$ cat src/rtl/hangman_pkg.sv
// -----------------------------------------------------------------------------
// hangman_pkg
// Shared definitions for the guess checker: word geometry, letter coding,
// FSM state encoding, result codes and small word-slicing helpers.
// No ports (package).
// -----------------------------------------------------------------------------
package hangman_pkg;

  localparam int LETTER_W    = 5;
  localparam int NUM_POS     = 6;
  localparam int NUM_LETTERS = 26;
  localparam int WORD_W      = LETTER_W * NUM_POS;

  // Codes at or above PAD_MIN are padding, never real letters.
  localparam logic [LETTER_W-1:0] PAD_MIN = 5'd26;
  // Shown in place of an unrevealed position.
  localparam logic [LETTER_W-1:0] BLANK   = 5'b11111;

  typedef enum logic [2:0] {
    S_IDLE,
    S_LOAD,
    S_WAIT,
    S_CHECK,
    S_UPDATE,
    S_WON,
    S_LOST
  } state_t;

  typedef enum logic [1:0] {
    RES_HIT     = 2'b00,
    RES_MISS    = 2'b01,
    RES_REPEAT  = 2'b10,
    RES_INVALID = 2'b11
  } result_t;

  // Letter code at position p (position 0 sits in the top bits of the word).
  function automatic logic [LETTER_W-1:0] pos_code(input logic [WORD_W-1:0] w,
                                                   input int p);
    return LETTER_W'(w >> ((NUM_POS - 1 - p) * LETTER_W));
  endfunction

  // One flag per position that holds a pad code; bit NUM_POS-1 = position 0.
  function automatic logic [NUM_POS-1:0] pad_positions(input logic [WORD_W-1:0] w);
    logic [NUM_POS-1:0] r;
    logic [WORD_W-1:0]  t;
    r = '0;
    t = w;
    for (int p = 0; p < NUM_POS; p++) begin
      r = {r[NUM_POS-2:0], t[WORD_W-1 -: LETTER_W] >= PAD_MIN};
      t = t << LETTER_W;
    end
    return r;
  endfunction

endpackage

$ cat src/rtl/letter_set.sv
// -----------------------------------------------------------------------------
// letter_set
// Set of already-guessed letters, one bit per letter code 0..25.
//   clk, resetn : clock, asynchronous active-low reset
//   clear       : synchronous clear of the whole set (wins over set_en)
//   set_en      : add 'letter' to the set (codes >= 26 are ignored)
//   letter      : letter to test and/or add
//   present     : 'letter' is already in the set (always 0 for pad codes)
// -----------------------------------------------------------------------------
module letter_set
  import hangman_pkg::*;
(
  input  logic                clk,
  input  logic                resetn,
  input  logic                clear,
  input  logic                set_en,
  input  logic [LETTER_W-1:0] letter,
  output logic                present
);

  logic [NUM_LETTERS-1:0] bits;
  logic [31:0]            bits_ext;
  logic [31:0]            letter_onehot;

  // Widening to 32 entries makes every 5-bit code a legal index; pad codes
  // land on the zero-filled upper bits, so they never test present or get set.
  assign bits_ext      = {{(32 - NUM_LETTERS){1'b0}}, bits};
  assign letter_onehot = 32'd1 << letter;
  assign present       = bits_ext[letter];

  // NOTE: this register array is small and must read empty after reset, so it
  // gets a real reset; large RAM-style storage would normally be left unreset.
  always_ff @(posedge clk or negedge resetn) begin
    if (!resetn) begin
      bits <= '0;
    end else if (clear) begin
      bits <= '0;
    end else if (set_en) begin
      bits <= bits | letter_onehot[NUM_LETTERS-1:0];
    end
  end

endmodule

$ cat config.mk
export PLATFORM = sky130hd
export DESIGN_NAME = letter_set
export DESIGN_NICKNAME = d
export VERILOG_FILES = /design/src/rtl/hangman_pkg.sv /design/src/rtl/letter_set.sv
export SDC_FILE = /design/constraint.sdc
export NUM_CORES = 1
export LEC_CHECK = 0
export ABC_AREA = 1
export ABC_CLOCK_PERIOD_IN_PS = 2800
export CORE_UTILIZATION = 45
export CTS_CLUSTER_DIAMETER = 200
export DETAILED_ROUTE_END_ITERATION = 12
export GPL_TIMING_DRIVEN = 0
export MAX_ROUTING_LAYER = met4
export PLACE_DENSITY = 0.63
export SYNTH_ARGS = -nofsm -noshare
export SYNTH_HDL_FRONTEND = slang
export SYNTH_SLANG_ARGS = --single-unit
$ cat constraint.sdc
create_clock -name clk -period 2.8 [get_ports clk]
set_input_delay 0.84 -clock clk [delete_from_list [all_inputs] [get_ports clk]]
set_output_delay 0.84 -clock clk [all_outputs]
set_load 0.05 [all_outputs]
==> flow_summary.toml, run 1 <==
[run_status]
status = "finished clean"

[global_route]
antenna_found_initial = 0
grt_pass1_vias = 1248
grt_max_degree = 27
grt-ovfl-total = 0
grt_pass1_wl_mm = 5.46
track_usage_pct = 21.6

[timing]
slew_headroom_pct = 22.4
layout_setup_ws_ns = 0.0869
clock_skew_ns = 0
whs_ns = 0.512
fmax_mhz = 369
fin_tns_setup_ns = 0
setup_viol = 0
min_period_ns = 2.71
tightest_slew_ns = 1.16
drv_slew = 0
finalHoldViolations = 0
timing.final.crit_share_pct = 96.9

[cells_and_area]
nets = 220
largest_reg_flops = 26
area_growth_pct = 21.9
fin_area_sq_um = 1780
regMostFlops = "bits"
top_regs = "bits (26)"
nFillCells = 297
finalNonFillerCells = 254
antenna_cells = 0
fin_util_pct = 58.2
drive_gt1_share_pct = 24.3

[clock_network]
clkLatencyLatePin_ns = 0.32
cts.clk_slew.worst_paths_ns = 0.13
htree_levels = 1
tritoncts = "yes"
cts.sinks = 26
clock-root-buffer = "clkbuf_4"
clk_path_buf_depth = 2
cts-buffers-inserted = 3

[die]
die-area_sq_um = 3470
initial_core_util_pct = 47.7
core_area_sq_um = 3050
die_h_um = 58.9
die_w_um = 58.9
boundaryPins = 10
rows = 20

[route]
ant_nets = 0
drc_errors = 0
totalWireLength_mm = 3.43
vias = 1268
via_per_inst = 4.99
wl_per_cell_um = 13.5
drt_iter0_markers = 63
firstDrtPassIters = 4

[place]
place_inst = 240
dp_hpwl_mm = 2.27
portBuffers = 6
post-place-ws_ns = -0.962
place.gp.congestion = 0.828
dpl-instance-area_sq_um = 1580

[flow_run]
timing.max_cap.violations = 0

[critical_path]
r2r_end = "bits[10]$_DFFE_PN0P_"
crit_buf_inv = 4
crit_end = "present"
cp_top_family = "buffers and inverters"
arrival_ns = 1.87
setup.worst_path.class = "in2out"
path_cells = "buf_6 -> buf_8 -> nor2_4 -> inv_2 -> o21ai_2 -> nor2_1 -> nor2_1 -> nor2_1 -> nor2_2 -> buf_6"
regToRegSetupSlack_ns = 2.08
r2r-start = "bits[10]$_DFFE_PN0P_"
rr_worst_depth = 2
cp_max_fo = 4
end_kind = "primary output"
cp.depth = 10
cpPeakStageDelay_ns = 0.16
cp_common_cell = "nor2_1"
required_ns = 1.96
worstSetupStartpointType = "primary input"
slowest_stage = "buf_6"
critPathLaunch = "letter[1]"

[power_and_ir_drop]
p_total_mw = 0.766
p_leak_nw = 0.838
pwr_density_cell_nw_per_um2 = 431
peakVddDrop_mv = 0.176

[synthesis]
syn_avg_cell_area_sq_um = 7.67
synth-simple-area-share_pct = 32.3
ys_seq_area_share_pct = 44.6
syn_area_sq_um = 1460
synthMuxAreaShare_pct = 0
yosys_warnings = 0
synth_nets = 199
synth_xor_area_share_pct = 0
synth-compound-area-share_pct = 10.8
ys_seq_elements = 26
synth_cells = 190
synthAdderAreaFrac_pct = 0
synth_top_family_by_area = "simple AND/OR/NAND/NOR gates"
yosysUniqueCellTypes = 24

[worst_hold_path]
hp-class = "reg2reg"
-- routing by layer --
layer	up-vias	GRT usage (%)	wire length, um
met5	-	-	0
met2	27	36.2	1720
li1	636	-	-
met3	6	2.20	123
met4	0	7.82	51
met1	599	27.0	1540
-- cell families after synthesis --
group,count (synthesis)
and+or+nand+nor,102
buffers and inverters,32
AOI/OAI and AO/OA,30
DFF,26
-- synth_stat cells, drive strengths merged --
cell type / count / area share, %
nand2: 61 / 16
nor3: 4 / 1.4
a21oi: 20 / 6.9
inv: 22 / 6.0
clkinv: 1 / 0.26
a31oi: 6 / 2.6
dfrtp: 26 / 45
nor4: 4 / 4.6
buf: 8 / 5.8
o21ai: 4 / 1.4
nand3: 6 / 2.1
clkbuf: 1 / 0.26
nor2: 27 / 8.3
-- layout by cell type, fill, tap and decap left out, types with 2 or more instances in the layout --
cell	synthesis	routed
buf_4	1	8
buf_6	3	4
nand2_2	1	2
nor4_2	2	2
a31oi_1	6	6
nand3_2	0	2
nand3_1	6	4
buf_1	2	2
inv_1	14	14
clkbuf_4	0	3
nor2_4	2	3
buf_12	1	2
nand2_1	60	58
nor2_2	2	4
inv_2	7	7
buf_8	1	2
nor4_4	2	2
nor3_1	4	4
dfrtp_1	26	26
nor2_1	23	20
a21oi_1	20	20
o21ai_2	0	4
clkdlybuf4s50_1	0	3
-- worst min-delay path, cell delays in order (launching register included) --
cell     delay [ns]
dfrtp_1        0.37
a21oi_1        0.04
nor2_1         0.07
-- layout make-up --
type	count	area [sq um]	area share (%)
buffer	9	104	5.85
inverter	23	91.3	5.14
clock buffer	3	22.5	1.27
multi-input combinational	132	676	38.0
timing repair buffer	16	148	8.31
tap	44	55.1	3.10
sequential	26	651	36.6
clock inverter	1	30.0	1.69
-- timing repair --
item                       CTS  global route
resized for setup           15            18
setup endpoints to repair    1             1
buffers inserted             2             6
hold buffers                 0             0
pin swaps                    1            10
cloned                       1             1
-- worst min path at each step --
stage | from | endpoint | slack (ns) | depth (start not counted)
3_3_place_gp | bits[13]$_DFFE_PN0P_ | bits[13]$_DFFE_PN0P_ | 0.48 | 2
5_1_grt | bits[21]$_DFFE_PN0P_ | bits[21]$_DFFE_PN0P_ | 0.54 | 2
3_5_place_dp | bits[22]$_DFFE_PN0P_ | bits[22]$_DFFE_PN0P_ | 0.49 | 2
6_report | bits[22]$_DFFE_PN0P_ | bits[22]$_DFFE_PN0P_ | 0.51 | 2
2_1_floorplan | bits[0]$_DFFE_PN0P_ | bits[0]$_DFFE_PN0P_ | 0.46 | 2
4_1_cts | bits[22]$_DFFE_PN0P_ | bits[22]$_DFFE_PN0P_ | 0.52 | 2
-- power by group --
group	switching, mW	internal, mW
combinational	0.0780	0.0487
clock	0.112	0.145
sequential	0.00227	0.380
total	0.193	0.574
(Power assumes the default switching activity.)
==> run 2, diff against run 1 <==
- CORE_UTILIZATION: 45 -> 32
- GPL_TIMING_DRIVEN: 0 -> unset
- PLACE_DENSITY: 0.63 -> 0.48
==> run 2 against run 1 <==
- highest routed layer unchanged
- clock-buffer cell count is the same
- global-route usage shrank 3.4 points
- maximum frequency shrank 1.9%
- largest power group unchanged
- critical path depth grew 1
- cell area grew 15%
- worst hold slack lost 0.0016 ns
==> flow_summary.toml, run 2 (synthesis gave the netlist of run 1 again) <==
[critical_path]
cp_max_fo = 4
worstSetupStartpointType = "primary input"
required_ns = 1.96
setup.worst_path.class = "in2out"
arrival_ns = 1.93
r2r_end = "bits[14]$_DFFE_PN0P_"
rr_worst_depth = 2
crit_end = "present"
end_kind = "primary output"
critPathLaunch = "letter[0]"
regToRegSetupSlack_ns = 2.07
r2r-start = "bits[14]$_DFFE_PN0P_"

[cells_and_area]
final_common_cell = "nand2_1"
nets = 240
regMostFlops = "bits"
layout_common_cells = "55 x nand2_1, 30 x buf_4, 26 x dfrtp_1"
largest_reg_flops = 26
area_growth_pct = 40.0
top_regs = "bits (26)"
drive_gt1_share_pct = 33.9
antenna_cells = 0

[place]
place.gp.congestion = 0.887
dp_hpwl_mm = 2.60
portBuffers = 9

[timing]
fin_tns_setup_ns = 0
min_period_ns = 2.77
fmax_mhz = 362
clock_skew_ns = 0
setup_viol = 0
whs_ns = 0.510
slew_headroom_pct = 78.4
finalHoldViolations = 0
tightest_slew_ns = 0.321
timing.final.crit_share_pct = 98.8
drv_slew = 0

[route]
via_per_inst = 4.90
vias = 1382
totalWireLength_mm = 3.95
firstDrtPassIters = 6
drc_errors = 0
drt_iter0_markers = 120
ant_nets = 0
wl_per_cell_um = 14.0

[global_route]
grt_pass1_vias = 1418
grt-ovfl-total = 0
track_usage_pct = 18.2
grt_pass1_wl_mm = 6.71
antenna_found_initial = 0
grt_max_degree = 27

[power_and_ir_drop]
pwr_density_cell_nw_per_um2 = 422
p_leak_nw = 0.970
peakVddDrop_mv = 0.315
p_total_mw = 0.862

[clock_network]
clkLatencyLatePin_ns = 0.27
cts.clk_slew.worst_paths_ns = 0.09
clk_path_buf_depth = 2
htree_levels = 1
clock-root-buffer = "clkbuf_8"
cts-buffers-inserted = 3
tritoncts = "yes"
cts.sinks = 26

[die]
die_w_um = 69.5
boundaryPins = 10
initial_core_util_pct = 33.5
core_area_sq_um = 4350
die-area_sq_um = 4830
die_h_um = 69.5
rows = 24

[worst_hold_path]
hp-class = "reg2reg"

[run_status]
status = "finished clean"

[flow_run]
timing.max_cap.violations = 0
==> run 2: area by class of cell <==
| class | count | area, sq um |
|---|---|---|
| sequential | 26 | 651 |
| inverter | 23 | 101 |
| timing repair inverter | 1 | 8.76 |
| fill | 400 | 2310 |
| clock buffer | 3 | 41.3 |
| clock inverter | 1 | 30.0 |
| tap | 52 | 65.1 |
| timing repair buffer | 44 | 435 |
| multi-input combinational | 132 | 708 |
==> run 2: what timing repair did <==
action | in CTS | in global routing
resized for setup | 23 | 19
endpoints found under the hold margin | 0 | 0
setup endpoints to repair | 1 | 1
cloned | 2 | 1
hold buffers | 0 | 0
pin swaps | 7 | 17
buffers inserted | 7 | 4
==> run 2: report_power, final <==
part	internal (mW)	switching, mW	leakage (nW)
Combinational	0.0749	0.0881	0.572
Clock	0.191	0.125	0.0357
Sequential	0.380	0.00257	0.362
Total	0.646	0.215	0.970
==> run 2: routing by layer <==
layer | GRT usage [%] | vias to the layer above | wire length, um
met4 | 2.95 | 0 | 35
met5 | - | - | 0
met2 | 28.5 | 32 | 1880
met3 | 3.78 | 4 | 159
met1 | 24.8 | 661 | 1870
li1 | - | 685 | -
==> run 2: critical path: stages <==
cell       delay [ns]
buf_8            0.10
bufbuf_16        0.25
nand2_1          0.04
o21ai_1          0.07
nand2_1          0.09
nand3_2          0.09
nand3_2          0.08
nand2_2          0.07
inv_2            0.04
nor2_4           0.11
buf_12           0.14
==> run 2: stage by stage <==
| step | utilization, % | instances | instance area, sq um | setup WS (ns) |
|---|---|---|---|---|
| final | 46.9 | 282 | 2040 | 0.0346 |
| after global routing | 46.9 | 282 | 2040 | -0.00260 |
| after CTS | 44.6 | 277 | 1940 | 0.0183 |
| after detailed placement | 39.7 | 264 | 1730 | -0.421 |
| after global placement | 39.7 | 264 | 1730 | -0.389 |
| after floorplan | - | 190 | 1460 | 0.0352 |
==> run 2: worst min path at each step <==
| stage | from | endpoint | slack (ns) | depth (start not counted) |
|---|---|---|---|---|
| 2_1_floorplan | bits[0]$_DFFE_PN0P_ | bits[0]$_DFFE_PN0P_ | 0.46 | 2 |
| 3_3_place_gp | bits[11]$_DFFE_PN0P_ | bits[11]$_DFFE_PN0P_ | 0.49 | 2 |
| 3_5_place_dp | bits[23]$_DFFE_PN0P_ | bits[23]$_DFFE_PN0P_ | 0.50 | 2 |
| 4_1_cts | bits[23]$_DFFE_PN0P_ | bits[23]$_DFFE_PN0P_ | 0.52 | 2 |
| 5_1_grt | bits[1]$_DFFE_PN0P_ | bits[1]$_DFFE_PN0P_ | 0.55 | 2 |
| 6_report | bits[23]$_DFFE_PN0P_ | bits[23]$_DFFE_PN0P_ | 0.51 | 2 |
==> run 3, diff against run 2 <==
- CORE_MARGIN: unset -> 5
==> run 3 against run 2 <==
- via count shrank 5.3%
- first-iteration DRC count fell by 22%
- worst hold slack lost 0.0025 ns
- maximum frequency is 0.72% higher
- cell area down 6.6%
- highest routed layer unchanged
- clock-buffer cell count is the same
- register-to-register slack about the same
- die area rose by 24%
- flip-flop and latch count unchanged
- critical path depth fell by 1
==> flow_summary.toml, run 3 (synthesis gave the netlist of run 1 again) <==
[run_status]
status = "finished clean"

[timing]
rsz0062_at_grt = "true"
fmax_mhz = 364
whs_ns = 0.508
fin_tns_setup_ns = 0
min_period_ns = 2.75
finalHoldViolations = 0
timing.final.crit_share_pct = 98.1
clock_skew_ns = 0
slew_headroom_pct = 78.9
drv_slew = 0
setup_viol = 0
tightest_slew_ns = 0.315

[cells_and_area]
antenna_cells = 0
seq_area_sq_um = 651
top_regs = "bits (26)"
nets = 236
area_growth_pct = 30.8
fin_util_pct = 43.5
multi_input_area_sq_um = 656
nFillCells = 460
layout_common_cells = "59 x nand2_1, 27 x buf_4, 26 x dfrtp_1"
regMostFlops = "bits"
drive_gt1_share_pct = 27.6
final_common_cell = "nand2_1"
finalNonFillerCells = 277
largest_reg_flops = 26

[global_route]
grt_pass1_wl_mm = 6.42
track_usage_pct = 13.4
antenna_found_initial = 0
grt-ovfl-total = 0
grt_max_degree = 27
grt_pass1_vias = 1391

[power_and_ir_drop]
seqPwrFrac_pct = 51.9
p_leak_nw = 0.913
peakVddDrop_mv = 0.338
power_frac_comb_pct = 19.8
p_total_mw = 0.736
clock_power_share_pct = 28.3
sw_frac_of_total_pct = 26.4
p_int_mw = 0.541
power_switching_mw = 0.195
pwr_density_cell_nw_per_um2 = 386

[clock_network]
clk_path_buf_depth = 2
clkLatencyLatePin_ns = 0.26
clock-root-buffer = "clkbuf_8"
cts.clk_slew.worst_paths_ns = 0.08
cts.sinks = 26
cts-buffers-inserted = 3
tritoncts = "yes"
cts_hold_buf = 0
htree_levels = 1

[die]
die_w_um = 77.5
core_area_sq_um = 4380
initial_core_util_pct = 33.2
boundaryPins = 10
die_h_um = 77.5
rows = 24
die-area_sq_um = 6000

[route]
via_per_inst = 4.73
drt_iter0_markers = 94
drc_errors = 0
totalWireLength_mm = 3.69
ant_nets = 0
firstDrtPassIters = 4
wl_per_cell_um = 13.3
vias = 1309

[critical_path]
end_kind = "primary output"
rr_worst_depth = 2
critPathLaunch = "letter[1]"
arrival_ns = 1.91
regToRegSetupSlack_ns = 2.08
setup.worst_path.class = "in2out"
r2r-start = "bits[14]$_DFFE_PN0P_"
worstSetupStartpointType = "primary input"
cp_max_fo = 6
r2r_end = "bits[14]$_DFFE_PN0P_"
required_ns = 1.96

[worst_hold_path]
worstHoldEndpoint = "bits[5]$_DFFE_PN0P_"
min_from = "bits[5]$_DFFE_PN0P_"
hp-class = "reg2reg"
hold_depth = 2

[place]
portBuffers = 9
place.gp.congestion = 0.852
dp_hpwl_mm = 2.65
place_inst = 268

[flow_run]
timing.max_cap.violations = 0
run 3: changes by cell type in the layout (fill, tap and decap cells not counted), sizes merged:
| cell | before | now |
|---|---|---|
| buf | 37 | 34 |
| bufbuf | 1 | 0 |
| bufinv | 1 | 0 |
| clkbuf | 3 | 4 |
| clkinv | 1 | 2 |
| dlygate4sd2 | 1 | 0 |
| inv | 23 | 22 |
run 3: layout make-up:
class / count / share of cell area [%]
multi-input cells: 132 / 34.4
flip-flops and latches: 26 / 34.1
well taps: 52 / 3.41
clock buffers: 3 / 2.17
repair buffers: 40 / 20.3
inverters: 23 / 5.18
repair inverters: 1 / 0.459
run 3: worst max-delay path, cell delays in order:
cell and delay, ns:
buf_2 0.13, buf_6 0.14, nor2_4 0.14, inv_2 0.05, o21ai_1 0.13, nor2_1 0.06
nor2_1 0.09, nor2_1 0.05, nor2_2 0.12, buf_12 0.15
run 3: how the worst max path moves through the flow:
| stage | slack (ns) | endpoint | cells past startpoint |
|---|---|---|---|
| floorplan | 0.04 | present | 11 |
| global placement | -0.38 | present | 11 |
| detailed placement | -0.40 | present | 11 |
| CTS | 0.02 | present | 12 |
| global route | -0.02 | present | 12 |
| finish | 0.05 | present | 10 |
run 3: per-layer routing:
layer  GRT usage (%)  share of wire [%]  up-vias
li1                -                  -      672
met1            18.3                 51      615
met2            20.1                 44       20
met3            3.59                3.9        2
met4            2.58               0.52        0
met5               -                  0        -
run 3: power by group through the flow:
stage               clock network [mW]  logic, mW  registers, mW
finish                           0.208      0.146          0.382
global route                     0.230      0.159          0.383
CTS                              0.219      0.137          0.382
detailed placement                   0      0.128          0.390
global placement                     0      0.126          0.390
floorplan                            0     0.0693          0.389
run 3: what timing repair did:
action / CTS / global route
pin swaps: 3 / 4
buffers inserted: 3 / 0
gates resized for setup: 18 / 12
endpoints found under the setup margin: 1 / 1
cloned: 1 / 2
run 3: metrics by stage:
step	setup slack [ns]	area, sq um
2_1_floorplan	0.0352	1460
3_3_place_gp	-0.379	1750
3_5_place_dp	-0.405	1750
4_1_cts	0.0166	1840
5_1_grt	-0.0249	1910
6_report	0.0544	1910
